`config.mk`:
```
export PLATFORM = sky130hd
export DESIGN_NAME = csr_trap_ctrl
export DESIGN_NICKNAME = d
export VERILOG_FILES = /design/src/rtl/csr_trap_ctrl_pkg.sv /design/src/rtl/csr_trap_ctrl.sv
export SDC_FILE = /design/constraint.sdc
export NUM_CORES = 1
export LEC_CHECK = 0
export ABC_CLOCK_PERIOD_IN_PS = 4400
export CAP_MARGIN = 10
export CORE_AREA = 2 2 185 187
export CTS_CLUSTER_DIAMETER = 80
export CTS_CLUSTER_SIZE = 25
export DETAILED_ROUTE_END_ITERATION = 16
export DIE_AREA = 0 0 187 189
export HOLD_SLACK_MARGIN = 0.03
export PLACE_DENSITY_LB_ADDON = 0.05
export SETUP_SLACK_MARGIN = 0.2
export SLEW_MARGIN = 20
export SYNTH_ARGS = -nofsm -noshare
export SYNTH_HDL_FRONTEND = slang
export SYNTH_SLANG_ARGS = --single-unit
```
`constraint.sdc`:
```
create_clock -name clk -period 4.4 [get_ports clk]
set_clock_uncertainty 0.05 [all_clocks]
set_input_delay 0.88 -clock clk [delete_from_list [all_inputs] [get_ports clk]]
set_output_delay 0.88 -clock clk [all_outputs]
set_load 0.1 [all_outputs]
```
`src/rtl/csr_trap_ctrl_pkg.sv`:
```
// Shared CSR addresses, exception codes and the trap sequencer state type.
package csr_trap_ctrl_pkg;

    localparam logic [13:0] CSR_CRMD   = 14'h000;
    localparam logic [13:0] CSR_PRMD   = 14'h001;
    localparam logic [13:0] CSR_ESTAT  = 14'h005;
    localparam logic [13:0] CSR_ERA    = 14'h006;
    localparam logic [13:0] CSR_BADV   = 14'h007;
    localparam logic [13:0] CSR_EENTRY = 14'h00C;

    localparam logic [5:0] ECODE_INT = 6'h00;

    typedef enum logic [2:0] {
        IDLE,
        W_ERA,
        W_PRMD,
        W_CRMD,
        W_ESTAT,
        W_BADV,
        E_CRMD,
        REDIR
    } trap_state_t;

endpackage

```
`src/rtl/csr_trap_ctrl.sv`:
```
// Arbitrates the single CSR write port between software csrwr/csrxchg and the
// multi-cycle exception, interrupt and ERTN write sequences; drives flush/redirect.
module csr_trap_ctrl
    import csr_trap_ctrl_pkg::*;
#(
    parameter int ADDR_W = 14,
    parameter int DATA_W = 32,
    parameter int INT_W  = 13
) (
    input  logic              clk,
    input  logic              rst,
    input  logic              commit_valid,
    output logic              commit_ready,
    input  logic [DATA_W-1:0] commit_pc,
    input  logic              excp_valid,
    input  logic [5:0]        excp_ecode,
    input  logic [8:0]        excp_esubcode,
    input  logic              badv_valid,
    input  logic [DATA_W-1:0] badv_addr,
    input  logic              ertn,
    input  logic              sw_we,
    input  logic [ADDR_W-1:0] sw_addr,
    input  logic [DATA_W-1:0] sw_wdata,
    input  logic [DATA_W-1:0] sw_wmask,
    input  logic [DATA_W-1:0] crmd,
    input  logic [DATA_W-1:0] prmd,
    input  logic [DATA_W-1:0] ecfg,
    input  logic [DATA_W-1:0] estat,
    input  logic [DATA_W-1:0] era,
    input  logic [DATA_W-1:0] eentry,
    output logic              csr_we,
    output logic [ADDR_W-1:0] csr_waddr,
    output logic [DATA_W-1:0] csr_wdata,
    output logic [DATA_W-1:0] csr_wmask,
    output logic              flush,
    output logic [DATA_W-1:0] redirect_pc,
    output logic              busy
);

    trap_state_t state, state_next;

    logic              int_pending;
    logic              take_trap;
    logic              take_ertn;
    logic              take_sw;

    logic [DATA_W-1:0] lat_pc;
    logic [2:0]        lat_crmd;
    logic [5:0]        lat_ecode;
    logic [8:0]        lat_esubcode;
    logic              lat_badv_valid;
    logic [DATA_W-1:0] lat_badv_addr;
    logic              lat_ertn;

    logic              unused_bits;

    assign int_pending = crmd[2] & (|(estat[INT_W-1:0] & ecfg[INT_W-1:0]));
    assign take_trap   = commit_valid & (int_pending | excp_valid);
    assign take_ertn   = commit_valid & ~take_trap & ertn;
    assign take_sw     = commit_valid & sw_we & ~int_pending & ~excp_valid & ~ertn;

    assign unused_bits = ^{crmd[DATA_W-1:3], prmd[DATA_W-1:3],
                           ecfg[DATA_W-1:INT_W], estat[DATA_W-1:INT_W]};

    always_ff @(posedge clk) begin
        if (rst) begin
            state <= IDLE;
        end else begin
            state <= state_next;
        end
    end

    always_comb begin
        state_next = state;
        case (state)
            IDLE: begin
                if (take_trap) begin
                    state_next = W_ERA;
                end else if (take_ertn) begin
                    state_next = E_CRMD;
                end
            end
            W_ERA:   state_next = W_PRMD;
            W_PRMD:  state_next = W_CRMD;
            W_CRMD:  state_next = W_ESTAT;
            W_ESTAT: state_next = lat_badv_valid ? W_BADV : REDIR;
            W_BADV:  state_next = REDIR;
            E_CRMD:  state_next = REDIR;
            REDIR:   state_next = IDLE;
            default: state_next = IDLE;
        endcase
    end

    // Snapshot of the trapping instruction; interrupts report ecode 0 and no bad address.
    always_ff @(posedge clk) begin
        if (rst) begin
            lat_pc         <= '0;
            lat_crmd       <= '0;
            lat_ecode      <= '0;
            lat_esubcode   <= '0;
            lat_badv_valid <= 1'b0;
            lat_badv_addr  <= '0;
            lat_ertn       <= 1'b0;
        end else if (state == IDLE && take_trap) begin
            lat_pc         <= commit_pc;
            lat_crmd       <= crmd[2:0];
            lat_badv_addr  <= badv_addr;
            lat_ertn       <= 1'b0;
            if (int_pending) begin
                lat_ecode      <= ECODE_INT;
                lat_esubcode   <= '0;
                lat_badv_valid <= 1'b0;
            end else begin
                lat_ecode      <= excp_ecode;
                lat_esubcode   <= excp_esubcode;
                lat_badv_valid <= badv_valid;
            end
        end else if (state == IDLE && take_ertn) begin
            lat_ertn <= 1'b1;
        end
    end

    always_comb begin
        csr_we       = 1'b0;
        csr_waddr    = '0;
        csr_wdata    = '0;
        csr_wmask    = '0;
        flush        = 1'b0;
        redirect_pc  = '0;
        busy         = (state != IDLE);
        commit_ready = (state == IDLE);
        case (state)
            IDLE: begin
                if (take_sw) begin
                    csr_we    = 1'b1;
                    csr_waddr = sw_addr;
                    csr_wdata = sw_wdata;
                    csr_wmask = sw_wmask;
                end
            end
            W_ERA: begin
                csr_we    = 1'b1;
                csr_waddr = ADDR_W'(CSR_ERA);
                csr_wdata = lat_pc;
                csr_wmask = '1;
            end
            W_PRMD: begin
                csr_we    = 1'b1;
                csr_waddr = ADDR_W'(CSR_PRMD);
                csr_wdata = DATA_W'(lat_crmd);
                csr_wmask = DATA_W'(3'h7);
            end
            W_CRMD: begin
                csr_we    = 1'b1;
                csr_waddr = ADDR_W'(CSR_CRMD);
                csr_wmask = DATA_W'(3'h7);
            end
            W_ESTAT: begin
                csr_we    = 1'b1;
                csr_waddr = ADDR_W'(CSR_ESTAT);
                csr_wdata = DATA_W'({1'b0, lat_esubcode, lat_ecode, 16'h0000});
                csr_wmask = DATA_W'(32'h7FFF_0000);
            end
            W_BADV: begin
                csr_we    = 1'b1;
                csr_waddr = ADDR_W'(CSR_BADV);
                csr_wdata = lat_badv_addr;
                csr_wmask = '1;
            end
            E_CRMD: begin
                csr_we    = 1'b1;
                csr_waddr = ADDR_W'(CSR_CRMD);
                csr_wdata = DATA_W'(prmd[2:0]);
                csr_wmask = DATA_W'(3'h7);
            end
            REDIR: begin
                flush       = 1'b1;
                redirect_pc = lat_ertn ? era : eentry;
            end
            default: ;
        endcase
        // Reset silences everything immediately, including the software passthrough.
        if (rst) begin
            csr_we       = 1'b0;
            csr_waddr    = '0;
            csr_wdata    = '0;
            csr_wmask    = '0;
            flush        = 1'b0;
            redirect_pc  = '0;
            busy         = 1'b0;
            commit_ready = 1'b0;
        end
    end

endmodule

```
==> results.py <==
metrics = {
    "critical_path": {
        "crit_top_cell": "buf_12",
        "slowest_delay_ns": 0.40,
        "r2r-start": "state[2]$_SDFFE_PP0P_",
        "crit_end": "csr_wdata[17]",
        "reg2reg_depth": 6,
        "slowest_stage": "clkdlybuf4s50_1",
        "cp-end-kind": "output port",
        "crit_chain": "clkdlybuf4s50_1 -> a222oi_1 -> buf_4 -> nand4_1 -> o31ai_4 -> and3_4 -> buf_12 -> a22o_1 -> buf_12",
        "startpoint_type": "input port",
        "arrival_ns": 3.18,
        "worstPathMaxFanout": 30,
        "startpoint": "ecfg[7]",
        "timing.rr.end": "lat_badv_addr[21]$_SDFFE_PP0P_",
        "path_class": "in -> out",
        "critPathRequiredTime_ns": 3.47,
        "r2r_slack_ns": 1.89,
    },
    "clock_network": {
        "clk_path_buf_depth": 2,
        "cts_buffers": 9,
        "worstSkewPairLatency_ns": 0.34,
        "clockRootBuffer": "clkbuf_16",
        "ctsHoldBuffers": 0,
        "cts_tree": "done",
        "path_clk_slew_ns": 0.07,
        "h-tree-depth": 3,
        "clock-sinks": 87,
    },
    "synth": {
        "yosysWarnings": 0,
        "yosysMostFrequentCell": "nand2_1",
        "synthTopCellsByCount": "141 x nand2_1, 87 x dfxtp_1, 71 x a21oi_1",
        "async_reset_ff_share_pct": 0,
        "netlist_top_cells_area": "dfxtp_1 35%, mux2i_1 13%, nand2_1 11%, a21oi_1 7.1%, a22o_1 6.1%",
        "synth_top_cell_by_area": "dfxtp_1",
        "avgSynthCellArea_sq_um": 8.01,
        "ys_seq_elements": 87,
        "synth_edf_count": 0,
        "yosysTopAreaCellShare_pct": 34.7,
        "synthFlopType": "dfxtp_1",
        "synth.net_count": 983,
        "synth_cells": 627,
        "synth_cell_type_count": 42,
        "ys_seq_area_share_pct": 34.7,
        "syn_area_sq_um": 5020,
    },
    "global_route": {
        "grt_antenna_before_repair": 2,
        "grt_pass1_vias": 5793,
        "grt_usage_pct": 14.7,
        "gr-total-overflow": 0,
        "grt_max_degree": 68,
        "grt_pass1_wl_um": 39400,
    },
    "placement": {
        "place_hpwl_um": 20700,
        "placed_cells": 1404,
        "place_congestion": 0.756,
        "place_area_sq_um": 9910,
        "dp_slack_ns": 0.191,
        "port_buffers": 373,
    },
    "sta": {
        "rsz0062_at_grt": "no",
        "finalCritPeriodShare_pct": 93.4,
        "setup_viol": 0,
        "post-route-min-period_ns": 4.11,
        "setup_slack_ns": 0.290,
        "clock.fmax_mhz": 243,
        "slew_violations": 0,
        "hold_viol_final": 0,
        "tightestPinTransition_ns": 1.08,
        "relSlewSlack_pct": 28.0,
    },
    "routing": {
        "drt-pass1-iter-count": 4,
        "drc": 0,
        "wl_per_cell_um": 18.8,
        "finalWirelength_um": 26800,
        "antenna_left": 0,
        "drt_iter0_drc": 240,
        "viasPerCell": 3.98,
        "vias": 5669,
    },
    "flow_run": {
        "maxCapViolCount": 0,
    },
    "floorplanning": {
        "fp.dieH_um": 189,
        "core_sq_um": 33300,
        "start_util_pct": 15.1,
        "pin_count": 470,
        "dieArea_sq_um": 35300,
        "fp.dieW_um": 187,
        "row_count": 67,
    },
    "run_status": {
        "status": "finished, final reports clean",
    },
    "power": {
        "power.total_uw": 3760,
        "powerDensity_nw_per_um2": 368,
        "p_leak_uw": 0.00389,
        "peakVddDrop_mv": 0.200,
    },
    "layout": {
        "fillCellCount": 3571,
        "layout-drive-gt1-share_pct": 17.6,
        "ff_latch_area_sq_um": 1750,
        "layout.nets": 1325,
        "fin_area_sq_um": 10200,
        "multi_input_area_sq_um": 3010,
        "area_growth_pct": 104,
        "instances_no_fill": 1423,
    },
    "min_path": {
        "hold_depth": 2,
        "hp-class": "reg -> reg",
    },
}
[logic make-up after synthesis]
| group | synth area share, % |
|---|---|
| xor gates and xnor gates | 0.174 |
| muxes | 13.4 |
| DFF | 34.7 |
| buffers and inverters | 6.13 |
| AOI/OAI and AO/OA | 26.4 |
| and+or+nand+nor | 19.2 |
[registers in the layout, indices dropped and copies added, names as in the netlist]
register and cells:
lat_badv_valid 1, lat_ecode 6, lat_badv_addr 32, lat_esubcode 9, lat_pc 32, state 3
lat_ertn 1, lat_crmd 3
[worst max-delay path: cells and delay by family]
kind	cells	cell delay, ns
buffers and inverters	4	0.96
and+or+nand+nor	2	0.48
AOI/OAI and AO/OA	3	0.83
[worst min path at each step]
stage	start	to	slack (ns)
after CTS	lat_badv_addr[24]$_SDFFE_PP0P_	lat_badv_addr[24]$_SDFFE_PP0P_	0.41
after detailed placement	lat_pc[10]$_SDFFE_PP0P_	lat_pc[10]$_SDFFE_PP0P_	0.40
after global placement	lat_badv_addr[21]$_SDFFE_PP0P_	lat_badv_addr[21]$_SDFFE_PP0P_	0.39
final	lat_crmd[0]$_SDFFE_PP0P_	lat_crmd[0]$_SDFFE_PP0P_	0.40
after floorplan	lat_crmd[0]$_SDFFE_PP0P_	lat_crmd[0]$_SDFFE_PP0P_	0.39
after global routing	lat_badv_addr[26]$_SDFFE_PP0P_	lat_badv_addr[26]$_SDFFE_PP0P_	0.42
[routing by layer]
metal,wire (um),track usage [%]
met1,11700,18.6
met2,12800,24.4
met3,1960,5.12
met4,245,2.47
met5,11,0
[metrics by stage]
| step | setup TNS [ns] | utilization (%) | hold WS [ns] |
|---|---|---|---|
| after global placement | 0 | 29.8 | 0.393 |
| after detailed placement | 0 | 29.8 | 0.396 |
| after global routing | 0 | 30.7 | 0.420 |
| after CTS | 0 | 30.7 | 0.406 |
| final | 0 | 30.8 | 0.404 |
| after floorplan | -0.312 | - | 0.386 |
[cells in the final DEF (no fill, tap or decap), types with 17 or more instances in the layout]
| master | netlist | final |
|---|---|---|
| buf_12 | 0 | 82 |
| mux2i_1 | 67 | 67 |
| a21o_1 | 32 | 32 |
| nand2_1 | 141 | 141 |
| clkdlybuf4s50_1 | 0 | 258 |
| a21oi_1 | 71 | 70 |
| nand3_1 | 17 | 17 |
| dfxtp_1 | 87 | 84 |
| a22o_1 | 35 | 35 |
| o21ai_0 | 19 | 18 |
| buf_4 | 5 | 49 |
| nor2_1 | 38 | 37 |
[report_power, final]
part | switching [uW] | internal (uW) | total (uW)
combinational | 1200 | 765 | 1960
sequential | 107 | 885 | 992
clock | 351 | 460 | 811
total | 1660 | 2110 | 3760
[timing repair]
| action | in CTS | in global routing |
|---|---|---|
| resized for setup | 0 | 2 |
| pin swaps | 1 | 2 |
| setup buffers | 1 | 1 |
| endpoints found under the hold margin | 0 | 0 |
| endpoints found under the setup margin | 6 | 11 |
[layout make-up]
type / count / area share [%]
Antenna cell: 1 / 0.0244
Clock buffer: 12 / 2.41
Clock inverter: 4 / 0.526
Inverter: 2 / 0.110
Multi-Input combinational cell: 479 / 29.4
Sequential cell: 87 / 17.1
Tap cell: 448 / 5.48
Timing Repair Buffer: 390 / 45.0
Note: power is estimated with default switching activity, not from simulation.
